[config.mk]
export PLATFORM = sky130hd
export DESIGN_NAME = id_ex_pipe
export DESIGN_NICKNAME = d
export VERILOG_FILES = /design/src/rtl/id_ex_pipe.sv
export SDC_FILE = /design/constraint.sdc
export NUM_CORES = 1
export LEC_CHECK = 0
export CAP_MARGIN = 10
export CELL_PAD_IN_SITES_DETAIL_PLACEMENT = 1
export CELL_PAD_IN_SITES_GLOBAL_PLACEMENT = 2
export CORE_MARGIN = 5
export CORE_UTILIZATION = 30
export CTS_BUF_LIST = sky130_fd_sc_hd__clkbuf_2 sky130_fd_sc_hd__clkbuf_4 sky130_fd_sc_hd__clkbuf_8
export CTS_CLUSTER_SIZE = 8
export DETAILED_ROUTE_END_ITERATION = 10
export MAX_ROUTING_LAYER = met4
export PLACE_DENSITY = 0.81
export SLEW_MARGIN = 0
export SYNTH_ARGS = -nofsm -noshare
export SYNTH_HDL_FRONTEND = slang
export SYNTH_SLANG_ARGS = --single-unit
[constraint.sdc]
create_clock -name clk -period 26.1 [get_ports clk]
set_clock_uncertainty 0.1 [all_clocks]
set_input_delay 3.915 -clock clk [delete_from_list [all_inputs] [get_ports clk]]
set_output_delay 3.915 -clock clk [all_outputs]
set_load 0.05 [all_outputs]
[src/rtl/id_ex_pipe.sv]
// ID/EX elastic pipeline register: a main entry drives the outputs, a skid entry
// absorbs one overflow. Optional counters under ID_EX_PIPE_PERF_EN.
module id_ex_pipe #(
    parameter int XLEN = 32,
    parameter int REGW = 5,
    parameter int WB_W = 2,
    parameter int M_W  = 3,
    parameter int EX_W = 4
) (
    input  logic                       clk,
    input  logic                       reset,
    input  logic                       flush,
    input  logic                       in_valid,
    output logic                       in_ready,
    input  logic [WB_W+M_W+EX_W-1:0]   in_ctl,
    input  logic [4*XLEN-1:0]          in_data,
    input  logic [3*REGW-1:0]          in_regs,
    output logic                       out_valid,
    input  logic                       out_ready,
    output logic [WB_W-1:0]            out_wb,
    output logic [M_W-1:0]             out_m,
    output logic                       out_regdst,
    output logic [EX_W-3:0]            out_aluop,
    output logic                       out_alusrc,
    output logic [4*XLEN-1:0]          out_data,
    output logic [3*REGW-1:0]          out_regs
`ifdef ID_EX_PIPE_PERF_EN
    ,
    output logic [31:0]                stall_cnt,
    output logic [31:0]                flush_cnt
`endif
);

    localparam int CTL_W = WB_W + M_W + EX_W;

    typedef enum logic [1:0] {
        EMPTY = 2'd0,
        FULL  = 2'd1,
        SKID  = 2'd2
    } state_t;

    state_t state, state_nxt;

    logic [CTL_W-1:0]  main_ctl,  skid_ctl;
    logic [4*XLEN-1:0] main_data, skid_data;
    logic [3*REGW-1:0] main_regs, skid_regs;

    logic accept, drain;
    logic load_main_in, load_main_skid, load_skid;

    // flush blocks acceptance so a squashed cycle never captures its input
    assign accept = in_valid && in_ready && !flush;
    assign drain  = out_valid && out_ready;

    // next-state and register-load selection
    always_comb begin
        state_nxt      = state;
        load_main_in   = 1'b0;
        load_main_skid = 1'b0;
        load_skid      = 1'b0;
        if (flush) begin
            state_nxt = EMPTY;
        end else begin
            case (state)
                EMPTY: begin
                    if (accept) begin
                        load_main_in = 1'b1;
                        state_nxt    = FULL;
                    end
                end
                FULL: begin
                    if (accept && drain) begin
                        load_main_in = 1'b1;
                    end else if (accept) begin
                        load_skid = 1'b1;
                        state_nxt = SKID;
                    end else if (drain) begin
                        state_nxt = EMPTY;
                    end
                end
                SKID: begin
                    if (drain) begin
                        load_main_skid = 1'b1;
                        state_nxt      = FULL;
                    end
                end
                default: state_nxt = EMPTY;
            endcase
        end
    end

    // state plus registered handshake flags
    always_ff @(posedge clk or posedge reset) begin
        if (reset) begin
            state     <= EMPTY;
            in_ready  <= 1'b0;
            out_valid <= 1'b0;
        end else begin
            state     <= state_nxt;
            in_ready  <= (state_nxt != SKID);
            out_valid <= (state_nxt != EMPTY);
        end
    end

    // main entry: loaded from the input or promoted from the skid entry
    always_ff @(posedge clk or posedge reset) begin
        if (reset) begin
            main_ctl  <= '0;
            main_data <= '0;
            main_regs <= '0;
        end else if (load_main_in) begin
            main_ctl  <= in_ctl;
            main_data <= in_data;
            main_regs <= in_regs;
        end else if (load_main_skid) begin
            main_ctl  <= skid_ctl;
            main_data <= skid_data;
            main_regs <= skid_regs;
        end
    end

    // skid entry: catches the input accepted while the output is stalled
    always_ff @(posedge clk or posedge reset) begin
        if (reset) begin
            skid_ctl  <= '0;
            skid_data <= '0;
            skid_regs <= '0;
        end else if (load_skid) begin
            skid_ctl  <= in_ctl;
            skid_data <= in_data;
            skid_regs <= in_regs;
        end
    end

    // wb/m are gated to a bubble when no entry is valid
    assign out_wb     = out_valid ? main_ctl[CTL_W-1 -: WB_W] : '0;
    assign out_m      = out_valid ? main_ctl[EX_W +: M_W] : '0;
    assign out_regdst = main_ctl[EX_W-1];
    assign out_aluop  = main_ctl[EX_W-2:1];
    assign out_alusrc = main_ctl[0];
    assign out_data   = main_data;
    assign out_regs   = main_regs;

`ifdef ID_EX_PIPE_PERF_EN
    // saturating stall and flush event counters
    always_ff @(posedge clk or posedge reset) begin
        if (reset) begin
            stall_cnt <= '0;
            flush_cnt <= '0;
        end else begin
            if (out_valid && !out_ready && stall_cnt != 32'hFFFF_FFFF)
                stall_cnt <= stall_cnt + 32'd1;
            if (flush && state != EMPTY && flush_cnt != 32'hFFFF_FFFF)
                flush_cnt <= flush_cnt + 32'd1;
        end
    end
`else
    // counters are not built in this configuration
`endif

endmodule

Word-level counts from Yosys, hierarchy flattened --
Index checks and enable logic that the tools add are counted.
Storage, ports and cells: memory bits (read-only) 0, bits of input ports 157, RAM bits 0, word-level logic and storage cells 45, output and inout port bits 154, latch bits 0, register bits 308, memories 0
Cells by class: add/subtract/negate cells 0, bitwise logic cells 0, reduce and logical (&&, ||, !) cells 8, muxes and demuxes 25, multiply operators 0, div/mod/pow operators 0, equal/unequal tests 3, magnitude comparators 0, shift-type cells 0
Operators by type and width (number):
- 128-bit 2-to-1 mux | 2
- 15-bit 2-to-1 mux | 2
- 9-bit 2-to-1 mux | 2
- 2-bit 2-to-1 mux | 7
- 1-bit 2-to-1 mux | 9
- 2-bit one-hot mux with 3 select lines | 1
- 1-bit logical AND | 4
- 2-bit nonzero test | 2
- 3-bit 2-to-1 mux | 1
- 2-bit by 1-bit equality test with 1-bit output, second input constant | 1
- 2-bit equality test, second input constant | 1
- 2-bit zero test | 1
- 2-bit != test, second input constant | 1
- 1-bit one-hot mux with 2 select lines | 1
- 1-bit zero test | 1

Logic depth before layout (Yosys ltp) --
word-level depth 7, gate-level depth with buffers 7

Least setup slack after synthesis --
OpenSTA, ideal clock, no wires.
path kind reg-to-output, from reg out_valid, to out out_m[0], arrival 1.304 ns, stages on the path, launching flop included 3, path slack 20.781 ns, buffers on the path 1, required time 22.085 ns, cell sequence dfrtp_1 buf_2 and2_1
Between the ends: word-level cells in the longest chain between the ends 1
Ends and longest elaborated chain:
- start, declared | RTL line 18 | output logic out_valid,
- start signal, assigned | RTL line 101 | out_valid <= (state_nxt != EMPTY);
- 3-bit 2-to-1 mux | RTL line 137 | assign out_m = out_valid ? main_ctl[EX_W +: M_W] : '0;
- end, declared | RTL line 21 | output logic [M_W-1:0] out_m,
No other way between the ends.

Worst setup path after layout --
from in out_ready, to reg main_data[118], in the netlist out_data[118]
Between the ends: word-level cells in the longest chain between the ends 6
Ends and longest elaborated chain:
- start, declared | RTL line 19 | input logic out_ready,
- 1-bit logical AND (*) | RTL line 53 | assign drain = out_valid && out_ready;
- 1-bit logical AND | RTL line 72 | if (accept && drain) begin
- 1-bit 2-to-1 mux | RTL line 72
- 1-bit one-hot mux with 2 select lines | RTL line 64 | case (state)
- 1-bit 2-to-1 mux | RTL line 61 | if (flush) begin
- 128-bit 2-to-1 mux or 2-bit nonzero test (tied branches)
- end signal, assigned | RTL line 113 | main_data <= in_data;
- end signal, assigned | RTL line 117 | main_data <= skid_data;
- end, declared | RTL line 45 | logic [4*XLEN-1:0] main_data, skid_data;
Mark *: on every way between the ends. The rest lies on a longest branch, timed or not. A chain may end at the register's enable or synchronous reset.

==> metrics.txt <==
status=finished, final reports clean; critical path's slowest cell=and4b_4; dominant synthesized flop cell=dfrtp_1; DRT Wirelength=47000 um; asr flop ratio synth=100%; count of cell types in the netlist=27; vias per cell=5.33; H-tree depth=2; CTS Buf Count=56; CP endpoint kind=register; final worst-path cycle share=25.3%; post-CTS setup buffers=0; delay-heaviest family, CP=buffers and inverters; reg2reg path depth=4; Die Span Y=227 um; Final Max Tran Viols=0; Synth Warn #=0; Buffers & Inverters on Critical Path=2; RSZ-0062 raised after global routing=no; average wire per standard cell=22.1 um; cell total after placement=2023; Arrival @ worst endpoint=7.03 ns; Commonest cells post-synth=dfrtp_1 (308), a31oi_1 (152), nand3b_1 (152), nor3_1 (152), o21ai_0 (152); power share of the clock group=27.6%; vias in the first global route=12500; first-pass GRT wire length=73600 um; Die Wd=227 um; worst-path maximum fanout=83; post-layout min period=6.60 ns; maxcap violations=0; top-area cell type share of the netlist area=54.5%; reg2reg start=out_valid; hold_sp=skid_data[84]; Comb power frac=33.1%; TritonCTS Sinks=308; reg2reg setup slack=22.74 ns; clock root buffer master=clkbuf_8; Iter 0 DRT Violations=569; RR Endpoint=out_data[118]; core area=0.0466 mm^2; Hold Buf Count CTS=0; area added between synthesis and finish=32.8%; initial antenna violation count=5; Internal=1.17 mW; Site Rows=79; top cells by area, synth=dfrtp_1 (54%), mux2_4 (8.5%), nand3b_1 (8.1%); Clock transition at path regs=0.06 ns; sw frac=35.6%; sequential-to-total area share from yosys stat=54.5%; Hold Fails Final Rpt=0; Setup crit start kind=primary input; Sequential Power Share=39.3%; Die ar.=0.0516 mm^2; max incr delay on CP=0.94 ns; Initial DRT Pass Iterations=4; most common cell in the netlist=dfrtp_1; PD cells=96.9 mW/mm^2; net count reported at finish=1631; Max-slew headroom=24.9%; clk_lat worst skew=0.62 ns; starting density of the core=30.4%; layout cells sized above 1=18.1%; FMAX=151 MHz; global placement routability congestion=0.771; DRC=0; Hold EP=skid_data[84]; # resized after CTS=0; Mapped Nets=1387; # IOs=311; CP Data Required Time=26.53 ns; post-DP HPWL=26700 um; DR vias=11400; final non-filler cell total=2129; all-layer global routing usage=18.2%; Worst VDD drop=0.0476 mV; worst slew pin tran=1.13 ns; setup slack after layout=19.50 ns; TritonCTS clock tree=built; HP Class=reg2reg; hold path depth=1; Post-Syn Area=0.0141 mm^2; I/O Buffers=310; Syn Area/Cell=11.5 um^2; Leak=7.43 nW; Routed Antenna Nets=0; Psw=0.648 mW; Yosys top cell by area=dfrtp_1; Final Total Pwr=1.82 mW; Max Buffers Root-to-Sink=3; CP Class=in2reg; total congestion overflow=0; pin count of the biggest net entering global routing=154; cell breakdown of the critical path=clkdlybuf4s50_1 -> and4b_4 -> buf_4 -> nand3b_1 -> a31oi_1; critical path depth=5; setup violators final=0; Yosys reg bits=308; Placement Setup Slack=18.87 ns; Post-Synthesis Cells=1230; Total Neg Setup Slack=0 ns; Post-synth EDFFs=0
-- cell type report --
type | instances | area [um^2]
antenna | 5 | 12.5
inverter | 2 | 15.0
clock buffer | 95 | 1180
timing repair buffer | 323 | 3210
tap | 607 | 759
sequential | 308 | 7710
clock inverter | 6 | 55.1
multi-input combinational | 783 | 5840
fill | 5074 | 27800
-- power by group through the flow --
| stage | clock [mW] | combinational, mW | sequential, mW |
|---|---|---|---|
| 6_report | 0.502 | 0.603 | 0.715 |
| 2_1_floorplan | 0 | 0.213 | 0.892 |
| 4_1_cts | 0.520 | 0.609 | 0.714 |
| 5_1_grt | 0.542 | 0.637 | 0.731 |
| 3_3_place_gp | 0 | 0.596 | 0.713 |
| 3_5_place_dp | 0 | 0.608 | 0.718 |
-- state kept, by name, indices dropped and copies added (netlist names) --
signal,flops
skid_regs,15
out_data,128
out_valid,1
main_ctl,9
out_regs,15
skid_data,128
state,2
in_ready,1
skid_ctl,9
-- kinds of logic (layout without fill, tap and decap cells) --
group,Yosys count,in the layout,share of synthesized area (%)
DFF,308,308,54.5
buffers and inverters,139,426,4.56
other,0,5,0
muxes,152,152,14.2
AOI/OAI and AO/OA,312,312,12.5
and+or+nand+nor,319,319,14.2
-- per-stage QoR --
step                instance area [um^2]  hold WS, ns  utilization, %
global route                       18800        0.412            40.4
finish                             18800        0.404            40.4
detailed placement                 17500        0.394            37.7
floorplan                          14100        0.379               -
CTS                                18800        0.406            40.3
global placement                   17500        0.387            37.7
-- worst max path at each step --
stage | from | endpoint
after floorplan | reset | in_ready
after detailed placement | out_ready | out_data[74]
after CTS | out_valid | out_m[1]
after global placement | out_ready | out_data[95]
final | out_ready | out_data[118]
after global routing | out_ready | out_data[107]
-- routing by layer --
metal  global-route usage, %  vias up  routed length (um)
met3                    3.17       88                2120
met5                       -        -                   0
met1                    24.6     5915               21600
li1                        -     5067                   -
met2                    27.9      282               22000
met4                    6.00        0                1300
-- cell usage in the layout, fill, tap and decap left out, types with 12 or more instances in the layout --
master	instances
clkbuf_8	75
buf_4	12
clkdlybuf4s50_1	309
clkbuf_4	20
nand3b_1	152
a31oi_1	152
nor3_1	152
o21ai_0	152
mux2_4	80
dfrtp_1	308
mux2_2	72
Note: power is estimated with default switching activity, not from simulation.
